--- src/rtl/instr_encoder_loader.sv ---
// Encodes symbolic instructions into 32-bit words, queues them in a small FIFO
// and writes them to instruction memory at consecutive word addresses.
module instr_encoder_loader #(
  parameter int unsigned DEPTH  = 4,
  parameter int unsigned ADDR_W = 32
) (
  input  logic              clk,
  input  logic              rst,
  input  logic              start,
  input  logic [ADDR_W-1:0] base_addr,
  input  logic              cmd_valid,
  output logic              cmd_ready,
  input  logic [3:0]        cmd_op,
  input  logic [4:0]        cmd_rs,
  input  logic [4:0]        cmd_rt,
  input  logic [4:0]        cmd_rd,
  input  logic [15:0]       cmd_imm,
  input  logic [25:0]       cmd_target,
  input  logic              cmd_last,
  output logic              mem_we,
  input  logic              mem_ready,
  output logic [ADDR_W-1:0] mem_addr,
  output logic [31:0]       mem_wdata,
  output logic              busy,
  output logic              done,
  output logic              err,
  output logic [15:0]       count
);

  localparam int unsigned PTR_W = $clog2(DEPTH);
  localparam int unsigned OCC_W = PTR_W + 1;

  typedef enum logic [1:0] {IDLE, LOAD, DRAIN} state_t;

  state_t            state, state_nxt;
  logic [31:0]       fifo_mem [DEPTH];
  logic [PTR_W-1:0]  wr_ptr, rd_ptr;
  logic [OCC_W-1:0]  occ;
  logic [ADDR_W-1:0] addr;
  logic [31:0]       enc_word;
  logic              enc_legal;
  logic              full, empty, accept, push, pop;

  assign full   = (occ == OCC_W'(DEPTH));
  assign empty  = (occ == '0);
  assign accept = cmd_valid & cmd_ready;
  assign push   = accept & enc_legal;
  assign pop    = mem_we & mem_ready;

  // Instruction word encoding; ops 13-15 are flagged illegal
  always_comb begin
    enc_word  = '0;
    enc_legal = 1'b1;
    case (cmd_op)
      4'd0:    enc_word = {6'b000000, cmd_rs, cmd_rt, cmd_rd, 5'b0, 6'b100000};
      4'd1:    enc_word = {6'b000000, cmd_rs, cmd_rt, cmd_rd, 5'b0, 6'b010000};
      4'd2:    enc_word = {6'b000000, cmd_rs, cmd_rt, cmd_rd, 5'b0, 6'b001000};
      4'd3:    enc_word = {6'b000000, cmd_rs, cmd_rt, cmd_rd, 5'b0, 6'b000100};
      4'd4:    enc_word = {6'b000000, cmd_rs, cmd_rt, cmd_rd, 5'b0, 6'b000010};
      4'd5:    enc_word = {6'b001111, cmd_rs, cmd_rt, cmd_imm};
      4'd6:    enc_word = {6'b111111, cmd_rs, cmd_rt, cmd_imm};
      4'd7:    enc_word = {6'b111100, cmd_rs, cmd_rt, cmd_imm};
      4'd8:    enc_word = {6'b111110, cmd_rs, cmd_rt, cmd_imm};
      4'd9:    enc_word = {6'b011111, cmd_rs, cmd_rt, cmd_imm};
      4'd10:   enc_word = {6'b000001, cmd_target};
      4'd11:   enc_word = {6'b000111, cmd_target};
      4'd12:   enc_word = {6'b000011, cmd_rs, 21'b0};
      default: enc_legal = 1'b0;
    endcase
  end

  always_ff @(posedge clk) begin
    if (rst) state <= IDLE;
    else     state <= state_nxt;
  end

  always_comb begin
    state_nxt = state;
    case (state)
      IDLE:    if (start) state_nxt = LOAD;
      LOAD:    if (accept && cmd_last) state_nxt = DRAIN;
      DRAIN:   if (empty) state_nxt = IDLE;
      default: state_nxt = IDLE;
    endcase
  end

  always_comb begin
    cmd_ready = 1'b0;
    mem_we    = 1'b0;
    busy      = 1'b0;
    done      = 1'b0;
    case (state)
      LOAD: begin
        cmd_ready = !full;
        mem_we    = !empty;
        busy      = 1'b1;
      end
      DRAIN: begin
        mem_we = !empty;
        busy   = 1'b1;
        done   = empty;
      end
      default: ;
    endcase
  end

  // Head is masked while empty so the write port reads zero, not stale storage
  assign mem_addr  = addr;
  assign mem_wdata = empty ? 32'd0 : fifo_mem[rd_ptr];

  always_ff @(posedge clk) begin
    if (push) fifo_mem[wr_ptr] <= enc_word;
  end

  always_ff @(posedge clk) begin
    if (rst) begin
      wr_ptr <= '0;
      rd_ptr <= '0;
      occ    <= '0;
      addr   <= '0;
      count  <= '0;
      err    <= 1'b0;
    end else begin
      if (state == IDLE && start) begin
        addr  <= base_addr;
        count <= '0;
        err   <= 1'b0;
      end
      if (accept && !enc_legal) err <= 1'b1;
      if (push) wr_ptr <= wr_ptr + PTR_W'(1);
      if (pop) begin
        rd_ptr <= rd_ptr + PTR_W'(1);
        addr   <= addr + ADDR_W'(4);
        if (count != 16'hFFFF) count <= count + 16'd1;
      end
      case ({push, pop})
        2'b10:   occ <= occ + OCC_W'(1);
        2'b01:   occ <= occ - OCC_W'(1);
        default: ;
      endcase
    end
  end

endmodule

--- config.mk ---
export PLATFORM = sky130hd
export DESIGN_NAME = instr_encoder_loader
export DESIGN_NICKNAME = d
export VERILOG_FILES = /design/src/rtl/instr_encoder_loader.sv
export SDC_FILE = /design/constraint.sdc
export NUM_CORES = 1
export LEC_CHECK = 0
export CORE_MARGIN = 4
export CORE_UTILIZATION = 50
export CTS_BUF_LIST = sky130_fd_sc_hd__clkbuf_4
export CTS_CLUSTER_DIAMETER = 100
export DETAILED_ROUTE_END_ITERATION = 12
export PLACE_DENSITY = 0.78
export SLEW_MARGIN = 15
export SYNTH_ARGS = -nofsm -noshare
export SYNTH_HDL_FRONTEND = slang
export SYNTH_SLANG_ARGS = --single-unit
--- constraint.sdc ---
create_clock -name clk -period 3 [get_ports clk]
set_input_delay 0.3 -clock clk [delete_from_list [all_inputs] [get_ports clk]]
set_output_delay 0.3 -clock clk [all_outputs]
set_load 0.01 [all_outputs]
==> results of run 1 <==
==> final cells by class <==
cell class	instances	area [um2]	share of cell area, %
multi-input cells	472	3540	31.2
inverters	24	90.1	0.794
repair buffers	212	2120	18.7
clock inverters	10	96.3	0.850
flip-flops and latches	188	5050	44.5
well taps	225	282	2.48
diodes	5	12.5	0.110
clock buffers	20	150	1.32
==> registers in the layout, summed over array words and instances (netlist names), named ones only <==
register / flops
state: 2
mem_addr: 32
rd_ptr: 2
err: 1
count: 16
fifo_mem: 128
wr_ptr: 2
occ: 3
==> worst max-delay path by stage <==
| stage | cells after the start | startpoint | endpoint | slack [ns] |
|---|---|---|---|---|
| after CTS | 4 | occ[0] | mem_wdata[0] | 0.04 |
| after floorplan | 12 | state[0] | occ[2] | 0.20 |
| final | 4 | register | mem_wdata[30] | 0.17 |
| after global placement | 11 | cmd_op[1] | occ[2] | 0.34 |
| after detailed placement | 11 | cmd_op[0] | occ[2] | 0.25 |
| after global routing | 4 | register | mem_wdata[0] | 0.02 |
==> metrics by stage <==
| step | area, um2 | worst slack, ns | hold slack [ns] | utilization [%] | power [mW] |
|---|---|---|---|---|---|
| after detailed placement | 11000 | 0.251 | 0.447 | 63.9 | 5.11 |
| after floorplan | 8830 | 0.196 | 0.436 | - | 4.19 |
| after CTS | 11300 | 0.0365 | 0.137 | 65.3 | 6.33 |
| final | 11300 | 0.170 | 0.183 | 65.6 | 6.31 |
| after global placement | 11000 | 0.338 | 0.441 | 63.9 | 5.08 |
| after global routing | 11300 | 0.0168 | 0.168 | 65.6 | 6.62 |
==> layer usage <==
metal | GRT usage [%] | up-vias | share of wire (%)
met2 | 35.6 | 308 | 48
met1 | 29.8 | 3246 | 42
met4 | 6.73 | 0 | 1.7
li1 | - | 3169 | -
met5 | 0 | - | 0
met3 | 4.99 | 26 | 8.9
==> placed cells by master (no fill, tap or decap), types with 11 or more instances in the layout <==
master / netlist / layout
a211oi_1: 26 / 26
a21oi_1: 22 / 22
and3_1: 21 / 21
buf_4: 0 / 23
clkbuf_4: 0 / 20
clkdlybuf4s50_1: 0 / 182
dfxtp_1: 60 / 59
edfxtp_1: 128 / 128
ha_1: 12 / 12
inv_1: 22 / 22
mux4_2: 32 / 32
nand2_1: 61 / 61
nand3_1: 24 / 24
nand4_1: 11 / 11
nor2_1: 38 / 38
nor2b_1: 39 / 39
nor3_1: 14 / 13
o21ai_0: 32 / 31
xor2_1: 16 / 16
==> timing repair <==
item                       4_1_cts  5_1_grt
gates resized for setup          0        1
setup endpoints to repair        0        7
hold endpoints to repair         0        0
==> kinds of logic (layout without fill, tap and decap cells) <==
family          after synthesis  after routing  synth area share [%]
xor+xnor                     22             22                  2.18
other cells                   0              5                     0
fa+ha+maj                    13             13                  1.93
simple gates                249            249                  15.0
buf+inv                      67            266                  3.05
compound gates              149            149                  11.7
mux                          39             39                  8.99
flops                       188            188                  57.2
==> power groups by stage <==
stage | Sequential (mW) | Clock, mW | Combinational [mW]
final | 3.19 | 1.24 | 1.88
after global routing | 3.22 | 1.37 | 2.04
after CTS | 3.18 | 1.26 | 1.88
after detailed placement | 3.24 | 0 | 1.87
after global placement | 3.23 | 0 | 1.85
after floorplan | 3.24 | 0 | 0.951
==> reports/qor.csv, run 1 <==
metric,value,unit
outcome,finished clean,
number of hold violations in the final report,0,
count of cell types in the netlist,60,
# H-tree levels,4,
Syn Nets,839,
NetSw,1.94,mW
Yosys top cell area share,43.5,%
Mapped Area,8830,um2
Placer Congestion,0.872,
Comb pwr share,29.8,%
Int Pwr,4.37,mW
worst path required time,2.70,ns
root buffer cell,clkbuf_4,
Chip Width,141,um
"count leader, synth",edfxtp_1,
data arrival time of the critical path,2.53,ns
pins over their slew limit,0,
sequential share of power,50.5,%
Core ar.,17300,um2
TritonCTS clock tree,yes,
Final #Nets,1027,
vias in the first global route,6463,
Worst-path clk slew,0.14,ns
HP Start,rst,
worst-margin pin slew,0.917,ns
kind of critical path,register to output port,
Worst slew margin,38.1,%
delay of the slowest critical-path stage,0.54,ns
placed cells,1120,
Die Ht,141,um
DRT iter0 DRCs,620,
hold depth,2,
Worst R2R Setup Slack,0.47,ns
Setup Skew,0.0172,ns
io pins,184,
Worst R2R Path Depth,11,
Mean Syn Cell Area,12.1,um2
first-pass GRT wire length,34.5,mm
worst path bufs/invs,2,
# hold bufs at CTS,0,
# rows,48,
fill count,1346,
postcts setup bufs,0,
area delta synth->final,28.5,%
CTS Buffer Depth,2,
post-route setup TNS,0,ns
CP max stage cell,dfxtp_2,
endpoint class of the critical path,output port,
remaining global-route overflow,0,
worst min path class,primary input to register,
leading area contributor after synthesis,edfxtp_1,
antenna violations before repair,1,
"delay-heaviest family, CP",buffers and inverters,
DRC violation count after routing,0,
GRT Total Usage,22.0,%
fmax,353,MHz
final WL,22.0,mm
Max-Cap Viols,0,
Lkg Pwr,3.78,nW
Yosys warnings,0,
worst skew pair latency,0.55,ns
Worst Hold Endpoint,err,
"FF+latch count, synth",188,
clock network power share,19.6,%
DR pass1 iterations,7,
via/cell ratio,5.84,
drt wl/cell,19.0,um
Routed Antenna Nets,0,
post-synthesis cell count,727,
Vias,6749,
Post-synth ARST share,0,%
top post-synthesis cells by count,"edfxtp_1 (128), nand2_1 (61), dfxtp_1 (60)",
peak supply drop,0.387,mV
number of buffers created by CTS,17,
RR Endpoint,occ[2],
Synth area leaders,"edfxtp_1 (44%), dfxtp_1 (14%), mux4_2 (8.2%)",
pin count of the biggest net entering global routing,43,
fin crit share,94.3,%
Synth Flop Type,edfxtp_1,
"EDFF count, synth",128,
peak fanout along the critical path,14,
Cell Pwr Density,556,nW/um2
share of cells above drive strength 1,12.0,%
post-DP HPWL,15.5,mm
CTS Sinks,188,
Finish-stage setup viols,0,
Sw Share,30.7,%
final std cells w/o fill,1156,
die area,19800,um2
starting density of the core,51.0,%
PortBufs,183,
RSZ-0062 raised after global routing,false,
CP startpoint kind,register,
sequential-to-total area share from yosys stat,57.2,%
reg-to-reg critical path startpoint,occ[2],
min Tclk post-route,2.83,ns
CP cell instances,buf_12 > mux4_2 > nor2b_1 > clkdlybuf4s50_1,
(Power assumes the default switching activity.)
==> inputs of run 2 (changes only) <==
--- a/config.mk
+++ b/config.mk
@@ -5,7 +5,7 @@
 export SDC_FILE = /design/constraint.sdc
 export NUM_CORES = 1
 export LEC_CHECK = 0
-export CORE_MARGIN = 4
+export CORE_MARGIN = 2
 export CORE_UTILIZATION = 50
 export CTS_BUF_LIST = sky130_fd_sc_hd__clkbuf_4
 export CTS_CLUSTER_DIAMETER = 100
==> run 2 against run 1 <==
  * Routed wire length is 3.2% lower
  * Final area about the same
  * Setup slack improved by 0.020 ns
  * Critical endpoint is now mem_wdata[1]
  * Highest routed layer unchanged
  * Combinational power barely moved
  * Sequential cell count stayed put
  * Register-to-register slack improved by 0.06 ns
==> reports/qor.csv, run 2 (synthesis gave the netlist of run 1 again) <==
metric,value,unit,change
Max-Cap Viols,0,,unchanged
delay of the slowest critical-path stage,0.52,ns,-0.02 ns
area delta synth->final,28.4,%,about the same
post-route setup TNS,0,ns,unchanged
via/cell ratio,5.82,,-0.34%
post-DP HPWL,14.6,mm,-5.6%
Vias,6691,,-0.86%
# rows,48,,unchanged
pins over their slew limit,0,,unchanged
CTS Buffer Depth,2,,unchanged
starting density of the core,51.0,%,unchanged
min Tclk post-route,2.81,ns,-0.0196 ns
remaining global-route overflow,0,,unchanged
Worst-path clk slew,0.16,ns,+0.02 ns
n_diodes,0,,-5
die area,18700,um2,-5.6%
Chip Width,137,um,-2.8%
worst min path class,primary input to register,,
area post-placement,11000,um2,-0.15%
TritonCTS clock tree,yes,,
PortBufs,183,,unchanged
antenna violations before repair,0,,-1
Die Ht,137,um,-2.8%
fin crit share,93.7,%,-0.65 points
Placer Congestion,0.829,,-4.9%
worst path required time,2.70,ns,about the same
peak supply drop,0.285,mV,-26%
pin count of the biggest net entering global routing,51,,+19%
peak fanout along the critical path,9,,-5
Setup Skew,0.0256,ns,+0.00834 ns
first-pass GRT wire length,32.8,mm,-4.9%
CP max stage cell,mux4_2,,
io pins,184,,unchanged
DR pass1 iterations,5,,-2
outcome,finished clean,,
Core ar.,17300,um2,unchanged
fmax,356,MHz,+0.70%
CP startpoint kind,register,,
number of hold violations in the final report,0,,unchanged
GRT Total Usage,22.8,%,+0.83 points
most frequent cells in the layout,"clkdlybuf4s50_1 (182), edfxtp_1 (128), nand2_1 (61), dfxtp_1 (59), nor2b_1 (39)",,
# H-tree levels,4,,unchanged
DRT iter0 DRCs,503,,-19%
Final #Nets,1024,,-0.29%
share of cells above drive strength 1,11.6,%,-0.42 points
max reg flops,128,,unchanged
Finished Cell Area,11300,um2,about the same
"Most flops, register",fifo_mem,,
drt wl/cell,18.5,um,-2.7%
CTS Sinks,188,,unchanged
Final Core Density,65.5,%,about the same
Finish-stage setup viols,0,,unchanged
vias in the first global route,6349,,-1.8%
number of buffers created by CTS,17,,unchanged
data arrival time of the critical path,2.51,ns,-0.02 ns
CP cell instances,buf_4 > mux4_2 > nor2b_1 > clkdlybuf4s50_1,,
worst-margin pin slew,0.879,ns,-0.0385 ns
Worst R2R Setup Slack,0.53,ns,+0.06 ns
Cell Pwr Density,569,nW/um2,+2.3%
endpoint class of the critical path,output port,,
"most common cell after layout, fill and taps aside",clkdlybuf4s50_1,,
Routed Antenna Nets,0,,unchanged
kind of critical path,register to output port,,
DRC violation count after routing,0,,unchanged
Worst slew margin,40.7,%,+2.6 points
root buffer cell,clkbuf_4,,
Lkg Pwr,3.78,nW,-0.12%
final WL,21.3,mm,-3.2%
RSZ-0062 raised after global routing,false,,
Pwr Total,6.45,mW,+2.2%
worst skew pair latency,0.57,ns,+0.02 ns
[run 2: area by class of cell]
cell class / count / area [um2]
Inverter: 24 / 90.1
Tap cell: 225 / 282
Multi-Input combinational cell: 472 / 3530
Timing Repair Buffer: 209 / 2080
Clock buffer: 19 / 143
Clock inverter: 13 / 151
Sequential cell: 188 / 5050
Fill cell: 1354 / 5970
[run 2: routing by layer]
metal,global-route usage (%),vias to the layer above,share of wire [%]
li1,-,3169,-
met1,30.2,3274,43
met2,38.5,228,50
met3,4.22,20,6.0
met4,6.70,0,1.3
met5,0,-,0
[run 2: power breakdown]
group          internal (mW)  leakage, nW  total (mW)  switching, mW
Combinational          0.938         1.97        1.86          0.924
Sequential              3.00         1.66        3.19          0.192
Clock                  0.533        0.153        1.40          0.867
Total                   4.47         3.78        6.45           1.98
[run 2: repair_timing]
action                     CTS  global route
hold buffers                 0             0
resized for setup            1             0
setup endpoints to repair    1             0
buffers inserted             0             0
[run 2: metrics by stage]
step / worst slack (ns) / std cells / hold slack [ns]
final: 0.189 / 1150 / 0.252
after global routing: 0.0624 / 1150 / 0.209
after CTS: 0.105 / 1150 / 0.199
after detailed placement: 0.248 / 1118 / 0.448
after global placement: 0.320 / 1118 / 0.441
after floorplan: 0.196 / 727 / 0.436
[run 2: final timing paths]
kind                                   start            to  cells after the start
worst max-delay path                register  mem_wdata[1]                      4
worst min-delay path            base_addr[0]   mem_addr[0]                      3
worst max register to register      state[1]        occ[2]                     12
worst min register to register   mem_addr[0]   mem_addr[0]                      2
[run 2: worst max-delay path: cells and delay by family (launching register included)]
kind | cells | cell delay, ns
simple gates | 1 | 0.15
buf+inv | 2 | 0.78
flops | 1 | 0.49
mux | 1 | 0.52
==> inputs of run 3 (changes only) <==
--- a/config.mk
+++ b/config.mk
@@ -5,7 +5,7 @@
 export SDC_FILE = /design/constraint.sdc
 export NUM_CORES = 1
 export LEC_CHECK = 0
-export CORE_MARGIN = 2
+export CORE_MARGIN = 10
 export CORE_UTILIZATION = 50
 export CTS_BUF_LIST = sky130_fd_sc_hd__clkbuf_4
 export CTS_CLUSTER_DIAMETER = 100
==> run 3 against run 2 <==
  * Worst hold slack got worse by 0.025 ns
  * Critical path type unchanged
  * First-iteration DRC count rose by 15%
  * Core utilization fell by 0.25 points
  * Via count fell by 0.60%
  * Final cell count did not move
  * Non-clock buffer count fell by 1
==> reports/qor.csv, run 3 (synthesis gave the netlist of run 1 again) <==
metric,value,unit,change
peak fanout along the critical path,25,,+16
worst skew pair latency,0.58,ns,about the same
worst-margin pin slew,0.892,ns,+0.0133 ns
Place WS,0.245,ns,-0.00303 ns
worst path required time,2.70,ns,about the same
first-pass GRT wire length,36.9,mm,+13%
Die Ht,153,um,+12%
"most common cell after layout, fill and taps aside",clkdlybuf4s50_1,,
Routed Antenna Nets,0,,unchanged
CP startpoint kind,register,,
PortBufs,183,,unchanged
via/cell ratio,5.78,,-0.60%
DR pass1 iterations,6,,+1
CTS Sinks,188,,unchanged
most frequent cells in the layout,"clkdlybuf4s50_1 (182), edfxtp_1 (128), nand2_1 (61), dfxtp_1 (59), nor2b_1 (39)",,
data arrival time of the critical path,2.51,ns,about the same
hold depth,5,,+2
TritonCTS clock tree,yes,,
# hold bufs at CTS,0,,unchanged
Lkg Pwr,3.75,nW,-0.62%
number of buffers created by CTS,17,,unchanged
Finish-stage setup viols,0,,unchanged
# H-tree levels,4,,unchanged
fin crit share,93.8,%,about the same
min Tclk post-route,2.81,ns,+0.00241 ns
worst min path class,primary input to register,,
Setup Skew,0.0247,ns,-0.000895 ns
drt wl/cell,20.0,um,+7.9%
DRC violation count after routing,0,,unchanged
io pins,184,,unchanged
Core ar.,17300,um2,unchanged
pin count of the biggest net entering global routing,51,,unchanged
antenna violations before repair,1,,+1
Setup WS post-layout,0.187,ns,-0.00241 ns
RSZ-0062 raised after global routing,false,,
Pwr Total,6.35,mW,-1.6%
area delta synth->final,27.9,%,
Cell Pwr Density,562,nW/um2,-1.2%
vias in the first global route,6564,,+3.4%
share of cells above drive strength 1,11.6,%,+0.013 points
final WL,23.0,mm,+7.9%
fmax,355,MHz,about the same
number of hold violations in the final report,0,,unchanged
Max-Cap Viols,0,,unchanged
delay of the slowest critical-path stage,0.54,ns,+0.02 ns
GRT Total Usage,19.3,%,-3.4 points
kind of critical path,register to output port,,
Worst-path clk slew,0.14,ns,-0.02 ns
post-route setup TNS,0,ns,unchanged
Final #Nets,1023,,-0.098%
# rows,48,,unchanged
"Most flops, register",fifo_mem,,
post-DP HPWL,16.4,mm,+12%
root buffer cell,clkbuf_4,,
CTS Buffer Depth,2,,unchanged
Vias,6651,,-0.60%
CP cell instances,buf_12 > mux4_2 > nor2b_1 > clkdlybuf4s50_1,,
Worst R2R Path Depth,12,,unchanged
remaining global-route overflow,0,,unchanged
pins over their slew limit,0,,unchanged
Placer Congestion,0.857,,+3.4%
Worst slew margin,39.8,%,-0.90 points
placed cells,1117,,-0.089%
DRT iter0 DRCs,576,,+15%
endpoint class of the critical path,output port,,
final std cells w/o fill,1150,,unchanged
Chip Width,153,um,+12%
max reg flops,128,,unchanged
die area,23400,um2,+25%
outcome,finished clean,,
CP max stage cell,clkdlybuf4s50_1,,
starting density of the core,51.0,%,unchanged
peak supply drop,0.292,mV,+2.3%
[run 3: cell types whose count changed in the layout (fill, tap and decap cells not counted), moves of 2 or more]
| cell | previous run | this run |
|---|---|---|
| and2_1 | 7 | 3 |
| and2_2 | 0 | 4 |
| inv_6 | 6 | 3 |
| clkinv_1 | 1 | 3 |
| clkinv_2 | 1 | 3 |
| clkinv_4 | 0 | 2 |
[run 3: final cells by class]
cell class / count / area, um2
fill: 1384 / 6010
sequential: 188 / 5050
multi-input combinational: 472 / 3530
timing repair buffer: 208 / 2080
tap: 225 / 282
clock buffer: 18 / 135
clock inverter: 14 / 119
inverter: 24 / 90.1
antenna: 1 / 2.50
[run 3: layer usage]
metal  GRT usage, %  vias to the layer above  wire length (um)
li1               -                     3156                 -
met1           25.2                     3207              9700
met2           31.7                      254             11400
met3           4.01                       34              1470
met4           5.99                        0               413
met5              0                        -                 0
[run 3: worst max-delay path: cells and delay by family, from the launching register on]
kind / cells / cell delay (ns)
buf+inv: 2 / 0.80
flops: 1 / 0.48
mux: 1 / 0.52
simple gates: 1 / 0.14
[run 3: power breakdown]
group	leakage [nW]	switching [mW]	internal, mW
clock network	0.134	0.863	0.420
logic	1.96	0.941	0.938
registers	1.66	0.189	3.00
total	3.75	1.99	4.35
[run 3: path summary, 6_finish.rpt]
path / from / end / slack [ns]
worst min register to register: mem_addr[1] / mem_addr[1] / 0.47
worst max register to register: state[1] / occ[2] / 0.55
worst min-delay path: rst / count[15] / 0.23
worst max-delay path: register / mem_wdata[29] / 0.19
[run 3: metrics by stage]
step | cell area (um2) | util [%] | hold WS [ns]
after floorplan | 8830 | - | 0.436
after global placement | 11000 | 63.8 | 0.441
after detailed placement | 11000 | 63.8 | 0.451
after CTS | 11300 | 65.2 | 0.190
after global routing | 11300 | 65.2 | 0.224
final | 11300 | 65.2 | 0.227
[run 3: what timing repair did]
item / 4_1_cts / 5_1_grt
setup endpoints to repair: 2 / 0
resized for setup: 1 / 0
buffers inserted: 0 / 0
